===== src/rtl/kfpga_config_loader.sv =====
// kfpga_config_loader: clears the fabric config chain, then streams CONFIG_LENGTH bitstream bits into it LSB first.
// Define KFPGA_CONFIG_LOADER_CRC_EN to add a CRC-16-CCITT check word after the last bit (CHECK/ERROR path).
module kfpga_config_loader #(
    parameter int WORD_WIDTH    = 32,
    parameter int CONFIG_LENGTH = 4096,
    parameter int CLEAR_CYCLES  = 4
) (
    input  logic                  clock,
    input  logic                  reset,
    input  logic                  start,
    input  logic [WORD_WIDTH-1:0] word_data,
    input  logic                  word_valid,
    output logic                  word_ready,
    output logic                  cfg_data,
    output logic                  cfg_enable,
    output logic                  cfg_nreset,
    output logic                  busy,
    output logic                  done,
    output logic                  error
);
    localparam int CW = $clog2(CONFIG_LENGTH + 1);
    localparam int SW = $clog2(WORD_WIDTH + 1);
    localparam int KW = CLEAR_CYCLES > 1 ? $clog2(CLEAR_CYCLES) : 1;

    typedef enum logic [2:0] {
        IDLE, CLEAR, LOAD, DONE, ERROR
`ifdef KFPGA_CONFIG_LOADER_CRC_EN
        , CHECK
`endif
    } state_t;

    state_t            state, state_n;
    logic [KW-1:0]     clr_cnt;
    logic [CW-1:0]     bit_cnt, loaded;
    logic [WORD_WIDTH-1:0] shreg;
    logic [SW-1:0]     sh_cnt, take;
    logic [31:0]       rem;
    logic              emit, accept;

    // Final word is truncated to the bits still owed to the chain.
    assign rem    = 32'(CONFIG_LENGTH) - 32'(loaded);
    assign take   = rem > 32'(WORD_WIDTH) ? SW'(WORD_WIDTH) : SW'(rem);
    assign emit   = state == LOAD && sh_cnt != '0;
    assign accept = word_valid && word_ready;

`ifdef KFPGA_CONFIG_LOADER_CRC_EN
    logic [15:0] crc, crc_n;
    logic        crc_fb;
    assign crc_fb     = crc[15] ^ shreg[0];
    assign crc_n      = {crc[14:0], 1'b0} ^ (crc_fb ? 16'h1021 : 16'h0000);
    assign word_ready = (state == LOAD && sh_cnt <= SW'(1) && loaded != CW'(CONFIG_LENGTH)) || state == CHECK;
`else
    assign word_ready = state == LOAD && sh_cnt <= SW'(1) && loaded != CW'(CONFIG_LENGTH);
`endif

    always_comb begin
        state_n = state;
        case (state)
            IDLE, DONE, ERROR: state_n = start ? CLEAR : state;
            CLEAR:             state_n = clr_cnt == KW'(CLEAR_CYCLES - 1) ? LOAD : CLEAR;
`ifdef KFPGA_CONFIG_LOADER_CRC_EN
            LOAD:              state_n = bit_cnt == CW'(CONFIG_LENGTH) ? CHECK : LOAD;
            CHECK:             state_n = word_valid ? (word_data[15:0] == crc ? DONE : ERROR) : CHECK;
`else
            LOAD:              state_n = bit_cnt == CW'(CONFIG_LENGTH) ? DONE : LOAD;
`endif
            default:           state_n = IDLE;
        endcase
    end

    always_ff @(posedge clock or posedge reset) begin
        if (reset) begin
            state      <= IDLE;
            clr_cnt    <= '0;
            bit_cnt    <= '0;
            loaded     <= '0;
            shreg      <= '0;
            sh_cnt     <= '0;
            cfg_data   <= 1'b0;
            cfg_enable <= 1'b0;
            cfg_nreset <= 1'b1;
            busy       <= 1'b0;
            done       <= 1'b0;
            error      <= 1'b0;
        end else begin
            state      <= state_n;
            cfg_nreset <= state_n != CLEAR;
            busy       <= !(state_n inside {IDLE, DONE, ERROR});
            done       <= state_n == DONE;
            error      <= state_n == ERROR;
            cfg_enable <= emit;
            clr_cnt    <= state == CLEAR ? clr_cnt + 1'b1 : '0;
            if (emit) begin
                cfg_data <= shreg[0];
                bit_cnt  <= bit_cnt + 1'b1;
            end
            // A word taken while one bit remains replaces it in the same cycle that bit goes out.
            if (state == CLEAR) begin
                bit_cnt <= '0;
                loaded  <= '0;
                sh_cnt  <= '0;
            end else if (accept && state == LOAD) begin
                shreg  <= word_data;
                sh_cnt <= take;
                loaded <= loaded + CW'(take);
            end else if (emit) begin
                shreg  <= shreg >> 1;
                sh_cnt <= sh_cnt - 1'b1;
            end
        end
    end

`ifdef KFPGA_CONFIG_LOADER_CRC_EN
    always_ff @(posedge clock or posedge reset) begin
        if (reset)
            crc <= 16'hFFFF;
        else if (state == CLEAR)
            crc <= 16'hFFFF;
        else if (emit)
            crc <= crc_n;
    end
`endif
endmodule

===== config.mk =====
export PLATFORM = sky130hd
export DESIGN_NAME = kfpga_config_loader
export DESIGN_NICKNAME = d
export VERILOG_FILES = /design/src/rtl/kfpga_config_loader.sv
export SDC_FILE = /design/constraint.sdc
export NUM_CORES = 1
export LEC_CHECK = 0
export ABC_AREA = 1
export BUFFER_PORTS_ARGS = -buffer_cell sky130_fd_sc_hd__buf_4
export CORE_MARGIN = 5
export CORE_UTILIZATION = 49
export DETAILED_ROUTE_END_ITERATION = 8
export PLACE_DENSITY = 0.68
export SYNTH_ARGS = -nofsm -noshare
export SYNTH_HDL_FRONTEND = slang
export SYNTH_SLANG_ARGS = --single-unit

===== constraint.sdc =====
create_clock -name clock -period 3.3 [get_ports clock]
set_clock_uncertainty 0.1 [all_clocks]
set_input_delay 0.165 -clock clock [delete_from_list [all_inputs] [get_ports clock]]
set_output_delay 0.165 -clock clock [all_outputs]
set_load 0.005 [all_outputs]

==> results by group, run 1 <==
Run status
  – Outcome: finished with violations
  – Failing checks: negative hold slack

Place
  – Placer Congestion: 1.018
  – Post-detailed-placement half-perimeter wirelength: 8083 um
  – Port bufs: 42

Detailed routing
  – Routed length on met1: 5235 um
  – Iter 0 DRT Violations: 235
  – Routed wire length on met3: 570 um
  – Avg WL per Cell: 13.77 um
  – DRC violations left: 0
  – Via count: 4332
  – Final antenna-violating net count: 0
  – Number of detailed-route iterations in the first pass: 5
  – Highest routing layer actually used: met4
  – Drt via density: 5.315
  – Metal2 WL: 5247 um
  – Total Routed Length: 11220 um

Worst setup path
  – CP Launch Point: loaded[1]
  – Top Family by Delay on Critical Path: simple AND/OR/NAND/NOR gates
  – Crit path cell chain: inv_1, buf_4, nand3_4, inv_1, nand2_1, nand2_1, o21ai_1, nor2_2, nand3_2, nor2_2, inv_1, fa_1, inv_1, nand3_2, nand2_4, nand3_1, nand2_1, inv_1, nor2_1
  – Library cell appearing most often on the critical path: inv_1
  – WP data required: 3.48 ns
  – Buffers & Inverters on Critical Path: 6
  – Crit. End Element: flop
  – Start of the worst register-to-register path: loaded[1]
  – CP Launch Type: flop
  – Critical Path Fanout Max: 8
  – Type of the worst setup path: reg -> reg
  – Crit-path slowest cell: fa_1
  – Peak per-stage delay on the critical path: 0.42 ns
  – Crit path DAT: 3.21 ns

Floorplan
  – Area of the core: 9196 sq um
  – Die Wd: 107.1 um
  – Std-Cell Rows: 35
  – Die area: 11470 sq um
  – Starting density of the core: 50.23%
  – # IOs: 43
  – Height of the chip: 107.1 um

Finish
  – Number of antenna cells inserted: 0
  – Filler cells: 822
  – Area Overhead vs Synth: 19.75%
  – Net total in the final layout: 744
  – Multi-input gate area in the final layout: 2359 sq um
  – Share of layout cells above drive strength 1: 17.05%
  – Sequential standard cell area: 1878 sq um

Pwr
  – Worst IR drop on VDD: 360.8 uV
  – Total Power: 3752 uW
  – Leakage power summed over all cells: 0.002774 uW
  – Cell Pwr Density: 678.2 nW/um^2

Synth
  – Most frequent cells after synthesis: 160 x nand2_1, 75 x inv_1, 74 x dfrtp_1
  – Adder-cell area share of the yosys netlist: 2.329%
  – Most common flop cell mapped by yosys: dfrtp_1
  – Multiplexer area fraction after synthesis: 0%
  – Yosys reg bits: 75
  – Cell taking the most area after synthesis: dfrtp_1
  – Distinct cells, synth: 43
  – Cells after synthesis: 636
  – Leading post-synthesis cells by cell area: dfrtp_1 40%, nand2_1 13%, inv_1 6.1%, nor2_1 5.5%, o21ai_0 4.6%
  – Area fraction in compound gates after synthesis: 12.78%
  – Simple-Gate Fraction of Synth Area: 34.89%
  – Syn_area_per_cell: 7.263 sq um
  – Synth async-reset ratio: 100.0%
  – Number of flops mapped to enable cells by yosys: 0
  – Most frequent cell after synthesis: nand2_1
  – Synth warnings: 0
  – Post-synthesis net count: 680
  – Portion of synthesized cell area occupied by the leading cell type: 40.09%
  – Register area share after synthesis: 40.66%
  – XOR/XNOR Fraction of Synth Area: 0.5688%
  – Syn Std Cell Area: 4619 sq um
  – Dominant combinational cell family by area after synthesis: simple AND/OR/NAND/NOR gates

Global route
  – Antenna violations before repair: 0
  – Global router's overall resource usage: 20.69%
  – Vias in the first global route: 4136
  – Maximum number of pins on one net before global-route repair: 76
  – Global-route wire length before repair: 19350 um
  – Overflow left after global routing: 0

STA
  – Rel. slew slack: 36.28%
  – Fin Hold WS: -0.002888 ns
  – Slew @ Worst Pin: 0.9558 ns
  – Count of final max-slew check failures: 0
  – Final hold viol count: 1
  – Maximum operating frequency: 329.8 MHz
  – Endpoints failing setup: 0
  – Tcrit/Tclk final: 91.87%
  – Final min period: 3.032 ns

CTS
  – CTS tree: built
  – Number of CTS-inserted buffers: 9
  – Root Buffer Master: clkbuf_8
  – Worst skew pair latency: 0.34 ns
  – CTS H-tree lvls: 3
  – Clock Sink Count: 75
  – Post-CTS setup-driven buffer insertion count: 0
  – Clock-pin slew on the worst setup and hold paths: 0.08 ns
  – Maximum count of clock buffers along a single path: 2

Worst hold path
  – Path type of the worst min-delay path: in -> async

Flow run
  – Number of violations of the max-capacitance limit: 0
## flip-flops by register name, indices dropped and copies added, names as in the netlist
| register | cells |
|---|---|
| sh_cnt | 6 |
| cfg_nreset | 1 |
| done | 1 |
| error | 1 |
| shreg | 32 |
| cfg_data | 1 |
| loaded | 13 |
| clr_cnt | 2 |
| busy | 1 |
| bit_cnt | 13 |
| state | 3 |
| cfg_enable | 1 |
## metrics by stage
stage / setup TNS, ns / instance area [sq um] / utilization (%) / worst slack (ns) / instances
floorplan: 0 / 4619 / - / 0.4433 / 636
global placement: 0 / 5046 / 54.87 / 0.2331 / 778
detailed placement: 0 / 5046 / 54.87 / 0.07171 / 778
CTS: 0 / 5512 / 59.93 / 0.05346 / 815
global route: -0.007320 / 5532 / 60.15 / -0.007320 / 815
finish: 0 / 5532 / 60.15 / 0.2682 / 815
## worst paths after layout
kind	endpoint	slack, ns	cells after the start
setup / recovery	loaded[8]	0.27	19
hold / removal	shreg[27]	-0.003	3
setup reg to reg	loaded[8]	0.27	19
hold reg to reg	clr_cnt[0]	0.35	1
max in group asynchronous	loaded[7]	2.47	3
min in group clock	shreg[4]	0.04	5
## cell type report
type | count | area share, %
well taps | 111 | 2.511
clock buffers | 10 | 2.488
flip-flops and latches | 75 | 33.95
repair buffers | 73 | 10.90
multi-input cells | 459 | 42.64
clock inverters | 5 | 1.945
inverters | 82 | 5.564
## where the power goes
part	switching (uW)	internal (uW)	total, uW
Clock	351	525	876
Sequential	143	1200	1340
Combinational	955	578	1530
Total	1450	2300	3750
## cell families (layout without fill, tap and decap cells)
group / Yosys count / in the layout
simple gates: 343 / 343
compound gates: 105 / 105
buf+inv: 102 / 170
flops: 75 / 75
fa+ha+maj: 8 / 8
xor+xnor: 3 / 3
## what timing repair did
| item | 4_1_cts | 5_1_grt |
|---|---|---|
| hold buffers | 22 | 0 |
| hold endpoints to repair | 23 | 0 |
| resized for setup | 0 | 5 |
| setup endpoints to repair | 0 | 9 |
## worst reg2reg max path, delay by kind of cell, from the launching register on
| family | cells | cell delay [ns] |
|---|---|---|
| simple gates | 11 | 1.26 |
| fa+ha+maj | 1 | 0.42 |
| flops | 1 | 0.38 |
| buf+inv | 6 | 0.73 |
| compound gates | 1 | 0.07 |
## per-layer routing
metal | vias to the layer above | global-route usage [%]
met5 | - | 0
met4 | 0 | 5.753
met3 | 18 | 3.371
met2 | 93 | 34.05
met1 | 2012 | 28.20
li1 | 2209 | -
## cells in the final DEF, fill, tap and decap left out, drive strengths merged, types with 2 or more instances in the layout
cell type,instances
nor4,3
and3,2
nand3,46
o22ai,5
a31oi,21
nor2,85
buf,51
nor3,16
a21oi,24
inv,83
nor3b,2
nand4,11
clkbuf,10
bufinv,3
nand2,177
ha,7
xor2,2
a22o,2
o21ai,47
dlygate4sd3,22
dfrtp,74
Note: power is estimated with default switching activity, not from simulation.
==> run 2: changes to the inputs <==
Settings changed: CORE_UTILIZATION 49 to 54, PLACE_DENSITY 0.68 to 0.74.
==> results by group, run 2 (synthesis gave the netlist of run 1 again) <==
Finish
  – Share of layout cells above drive strength 1: 17.21%
  – Largest registers: shreg x32, bit_cnt x13, loaded x13
  – Number of antenna cells inserted: 0
  – Most frequent cells in the layout: 159 x nand2_1, 72 x inv_1, 72 x dfrtp_1
  – Most frequent standard cell in the layout excluding fill and tap cells: nand2_1
  – Filler cells: 705
  – Final design utilization: 66.14%
  – Area Overhead vs Synth: 18.23%
  – Net total in the final layout: 742
  – Largest register FFs: 32
  – Largest reg by FF count: shreg
  – Post-route cell area: 5461 sq um

STA
  – Final hold viol count: 0
  – Count of final max-slew check failures: 0
  – Endpoints failing setup: 0
  – Setup repair after global routing missed its margin: false
  – Slew @ Worst Pin: 0.9463 ns
  – Total Negative Setup Slacks: 0 ns
  – Rel. slew slack: 36.91%
  – Final min period: 3.013 ns
  – Tcrit/Tclk final: 91.31%
  – Maximum operating frequency: 331.9 MHz

Detailed routing
  – Number of detailed-route iterations in the first pass: 5
  – Final antenna-violating net count: 0
  – Drt via density: 5.348
  – Via count: 4321
  – Total Routed Length: 11020 um
  – Iter 0 DRT Violations: 241
  – DRC violations left: 0
  – Avg WL per Cell: 13.63 um

Place
  – Post-detailed-placement half-perimeter wirelength: 7759 um
  – Instance area after placement: 5024 sq um
  – Port bufs: 42
  – Placer Congestion: 0.9401

Floorplan
  – Std-Cell Rows: 33
  – Area of the core: 8258 sq um
  – Height of the chip: 102.5 um
  – # IOs: 43
  – Die area: 10500 sq um
  – Starting density of the core: 55.94%
  – Die Wd: 102.5 um

Global route
  – Global-route wire length before repair: 19080 um
  – Antenna violations before repair: 0
  – Vias in the first global route: 4171
  – Maximum number of pins on one net before global-route repair: 76
  – Overflow left after global routing: 0
  – Global router's overall resource usage: 22.67%

Worst hold path
  – Path type of the worst min-delay path: in -> async

CTS
  – CTS tree: built
  – Clock Sink Count: 75
  – Number of CTS-inserted buffers: 9
  – Maximum count of clock buffers along a single path: 2
  – Post-CTS setup-driven buffer insertion count: 0
  – Worst skew pair latency: 0.34 ns
  – Clock-pin slew on the worst setup and hold paths: 0.09 ns
  – CTS H-tree lvls: 3
  – Root Buffer Master: clkbuf_8

Worst setup path
  – Crit-path slowest cell: fa_1
  – Crit path DAT: 3.19 ns
  – Crit. End Element: flop
  – Type of the worst setup path: reg -> reg
  – Peak per-stage delay on the critical path: 0.44 ns
  – CP Launch Type: flop
  – Number of cell instances on the worst register-to-register path: 19
  – Library cell appearing most often on the critical path: inv_1
  – Critical Path Fanout Max: 8
  – WP data required: 3.47 ns
  – Internal reg-to-reg setup slack: 0.29 ns
  – Crit path cell chain: inv_2, ha_4, nand2_2, nor2_4, nand2_2, o21ai_2, nand2_1, inv_2, nand3_2, nor2_2, inv_1, fa_1, inv_1, nand3_2, nand2_4, nand3_1, nand2_1, inv_1, nor2_1

Pwr
  – Switching power: 1461 uW
  – Combinational cell fraction of total power: 42.4%
  – Sequential fraction of design power: 37.4%
  – Worst IR drop on VDD: 380.6 uV
  – Part of the total power dissipated in the clock network: 20.2%
  – Cell Pwr Density: 659.0 nW/um^2
  – Leakage power summed over all cells: 0.002739 uW
  – Net switching fraction of the power: 40.60%
  – Cell Int Power: 2138 uW
  – Total Power: 3599 uW

Flow run
  – Number of violations of the max-capacitance limit: 0

Run status
  – Outcome: completed
==> run 2: changes by cell type in the layout (fill, tap and decap cells not counted), sizes merged <==
cell / delta
buf: -2
bufinv: -2
clkinv: +3
==> run 2: worst max-delay path: cells and delay by family, from the launching register on <==
kind / cells / cell delay (ns)
simple gates: 11 / 1.17
compound gates: 1 / 0.18
flops: 1 / 0.40
buf+inv: 5 / 0.45
fa+ha+maj: 2 / 0.65
==> run 2: layer usage <==
layer  share of wire, %  track usage [%]
met5                  0                0
met2                 48            37.19
met4                1.1            5.954
met3                5.4            4.533
met1                 45            30.87
==> run 2: power groups by stage <==
| stage | sequential, uW | clock [uW] | combinational, uW |
|---|---|---|---|
| CTS | 1340 | 746 | 1520 |
| global placement | 1350 | 0 | 1450 |
| detailed placement | 1360 | 0 | 1490 |
| finish | 1350 | 727 | 1530 |
| global route | 1380 | 783 | 1740 |
| floorplan | 1330 | 0 | 1160 |
==> run 2: metrics by stage <==
step | instances | hold WS (ns) | worst slack [ns]
6_report | 808 | 0.006629 | 0.2866
5_1_grt | 808 | 0.05067 | 0.01663
4_1_cts | 808 | 0.01431 | 0.01875
3_5_place_dp | 770 | 0.2387 | 0.03842
3_3_place_gp | 770 | 0.2345 | 0.1966
2_1_floorplan | 636 | 0.1307 | 0.4433
==> run 2: final timing paths <==
| check | start | to |
|---|---|---|
| max in group asynchronous | reset | loaded[7] |
| min in group clock | word_data[7] | shreg[7] |
| hold / removal | reset | shreg[27] |
| setup / recovery | loaded[1] | loaded[8] |
| hold reg to reg | clr_cnt[0] | clr_cnt[0] |
| setup reg to reg | loaded[1] | loaded[8] |
==> run 2: repair_timing <==
| item | CTS | global route |
|---|---|---|
| endpoints found under the setup margin | 0 | 9 |
| gates resized for setup | 0 | 7 |
| hold buffers | 22 | 0 |
| endpoints found under the hold margin | 23 | 0 |
==> run 2: layout make-up <==
type	instances	area (sq um)	area share, %
Sequential cell	75	1881	34.43
Timing Repair Buffer	71	588.1	10.77
Clock buffer	10	127.6	2.337
Clock inverter	6	72.57	1.329
Inverter	82	307.8	5.636
Tap cell	105	131.4	2.405
Multi-Input combinational cell	459	2354	43.09
==> run 3: changes to the inputs <==
Settings changed: CORE_ASPECT_RATIO set to 2, PLACE_DENSITY 0.74 to 0.8.
==> results by group, run 3 (synthesis gave the netlist of run 1 again) <==
Worst hold path
  – Worst Hold Endpoint: shreg[5]
  – Min-Delay Path Depth: 5
  – Worst Hold Launch: word_data[5]
  – Path type of the worst min-delay path: in -> reg

CTS
  – Post-CTS setup-driven buffer insertion count: 0
  – Clock-pin slew on the worst setup and hold paths: 0.06 ns
  – Number of CTS-inserted buffers: 9
  – Worst skew pair latency: 0.34 ns
  – CTS H-tree lvls: 3
  – CTS tree: built
  – Clock Sink Count: 75
  – Root Buffer Master: clkbuf_16
  – Maximum count of clock buffers along a single path: 2

Worst setup path
  – Worst R2R End: loaded[10]
  – Buffers & Inverters on Critical Path: 6
  – Critical Path Fanout Max: 8
  – Top Family by Delay on Critical Path: simple AND/OR/NAND/NOR gates
  – Start of the worst register-to-register path: loaded[1]
  – Peak per-stage delay on the critical path: 0.44 ns
  – Crit-path slowest cell: fa_1
  – Internal reg-to-reg setup slack: 0.24 ns
  – WP data required: 3.47 ns
  – Type of the worst setup path: reg -> reg
  – Crit. End Element: flop
  – Number of cell instances on the worst register-to-register path: 21
  – CP Launch Type: flop
  – Library cell appearing most often on the critical path: nand2_1
  – Crit path DAT: 3.22 ns
  – Crit path cell chain: inv_2, ha_4, nand2_1, inv_1, nand2_1, nand2_1, nand2_1, inv_1, nand2_1, nor2_4, nand3_2, nor2_1, inv_1, fa_1, inv_1, nand3_2, nand2_4, nand3_1, nand2_1, inv_1, nor2_1

Place
  – Worst-case setup slack after placement: 0.03012 ns
  – Port bufs: 42
  – Post-detailed-placement half-perimeter wirelength: 8932 um
  – Placer Congestion: 1.062
  – Cell count after placement: 766

Finish
  – Share of layout cells above drive strength 1: 17.11%
  – Filler cells: 714
  – Area Overhead vs Synth: 20.86%
  – Most frequent standard cell in the layout excluding fill and tap cells: nand2_1
  – Multi-input gate area in the final layout: 2351 sq um
  – Largest reg by FF count: shreg
  – Net total in the final layout: 746
  – Final standard cell count with taps included and fillers excluded: 805
  – Most frequent cells in the layout: 159 x nand2_1, 74 x dfrtp_1, 72 x inv_1
  – Final design utilization: 66.86%
  – Sequential standard cell area: 1878 sq um
  – Largest register FFs: 32
  – Number of antenna cells inserted: 0
  – Largest registers: shreg x32, bit_cnt x13, loaded x13

Floorplan
  – Die area: 10620 sq um
  – # IOs: 43
  – Die Wd: 75.40 um
  – Starting density of the core: 55.32%
  – Std-Cell Rows: 47
  – Height of the chip: 140.8 um
  – Area of the core: 8351 sq um

Global route
  – Global router's overall resource usage: 25.05%
  – Maximum number of pins on one net before global-route repair: 66
  – Global-route wire length before repair: 20710 um
  – Overflow left after global routing: 0
  – Antenna violations before repair: 0
  – Vias in the first global route: 4551

Pwr
  – Total Power: 3935 uW
  – Net switching fraction of the power: 39.47%
  – Cell Int Power: 2382 uW
  – Sequential fraction of design power: 34.3%
  – Part of the total power dissipated in the clock network: 25.6%
  – Combinational cell fraction of total power: 40.1%
  – Switching power: 1553 uW
  – Cell Pwr Density: 704.8 nW/um^2
  – Worst IR drop on VDD: 439.8 uV
  – Leakage power summed over all cells: 0.002799 uW

Detailed routing
  – Avg WL per Cell: 15.22 um
  – Iter 0 DRT Violations: 309
  – Drt via density: 5.663
  – Total Routed Length: 12250 um
  – DRC violations left: 0
  – Number of detailed-route iterations in the first pass: 5
  – Final antenna-violating net count: 0
  – Via count: 4559

STA
  – Tcrit/Tclk final: 92.66%
  – Count of final max-slew check failures: 0
  – Setup repair after global routing missed its margin: false
  – Final min period: 3.058 ns
  – Maximum operating frequency: 327.0 MHz
  – Total Negative Setup Slacks: 0 ns
  – Rel. slew slack: 48.32%
  – Endpoints failing setup: 0
  – Final worst slack: 0.2423 ns
  – Slew @ Worst Pin: 0.7652 ns
  – Final hold viol count: 0

Run status
  – Outcome: completed

Flow run
  – Number of violations of the max-capacitance limit: 0
==> run 3: cell types whose count changed in the layout (fill, tap and decap cells not counted), sizes merged <==
| cell | change |
|---|---|
| buf | +3 |
| clkinv | -2 |
| dlygate4sd3 | +1 |
| clkinvlp | +2 |
==> run 3: cell type report <==
class                           instances  share of cell area [%]
Timing Repair Buffer                   75                   11.12
Tap cell                               98                   2.196
Sequential cell                        75                   33.64
Inverter                               82                   5.513
Multi-Input combinational cell        459                   42.11
Clock inverter                          6                   1.322
Clock buffer                           10                   4.101
==> run 3: stage by stage <==
step	cell area, sq um	hold WS (ns)
after floorplan	4619	0.1307
after global placement	5037	0.2371
after detailed placement	5037	0.2395
after CTS	5570	0.03092
after global routing	5583	0.07687
final	5583	0.03447
==> run 3: worst register-to-register path, cell delays in order (launching register included) <==
cell	delay [ns]
dfrtp_1	0.40
inv_2	0.15
ha_4	0.21
nand2_1	0.10
inv_1	0.10
nand2_1	0.06
nand2_1	0.11
nand2_1	0.07
inv_1	0.07
nand2_1	0.09
nor2_4	0.12
nand3_2	0.08
nor2_1	0.14
inv_1	0.10
fa_1	0.45
inv_1	0.13
nand3_2	0.11
nand2_4	0.12
nand3_1	0.08
nand2_1	0.07
inv_1	0.05
nor2_1	0.10
==> run 3: worst max-delay path by stage <==
stage | from | end | depth (start not counted)
5_1_grt | loaded[1] | loaded[8] | 19
3_5_place_dp | loaded[1] | loaded[10] | 21
2_1_floorplan | loaded[1] | loaded[12] | 20
4_1_cts | loaded[1] | loaded[10] | 21
6_report | loaded[1] | loaded[10] | 21
3_3_place_gp | loaded[1] | loaded[8] | 21
==> run 3: per-layer routing <==
| layer | routed length (um) | share of wire, % | GRT usage (%) |
|---|---|---|---|
| met4 | 508 | 4.1 | 13.00 |
| met2 | 6711 | 55 | 44.05 |
| met3 | 486 | 4.0 | 3.849 |
| met5 | 0 | 0 | 0 |
| met1 | 4545 | 37 | 27.77 |
==> run 3: power groups by stage <==
stage | Clock (uW) | Combinational (uW) | Sequential [uW]
floorplan | 0 | 1160 | 1330
global placement | 0 | 1470 | 1350
detailed placement | 0 | 1530 | 1360
CTS | 1010 | 1560 | 1350
global route | 1060 | 1790 | 1380
finish | 1010 | 1580 | 1350
==> run 3: what timing repair did <==
action                                 CTS  global route
endpoints found under the hold margin   56             0
hold buffers                            23             0
gates resized for setup                  0             4
setup endpoints to repair                0             9
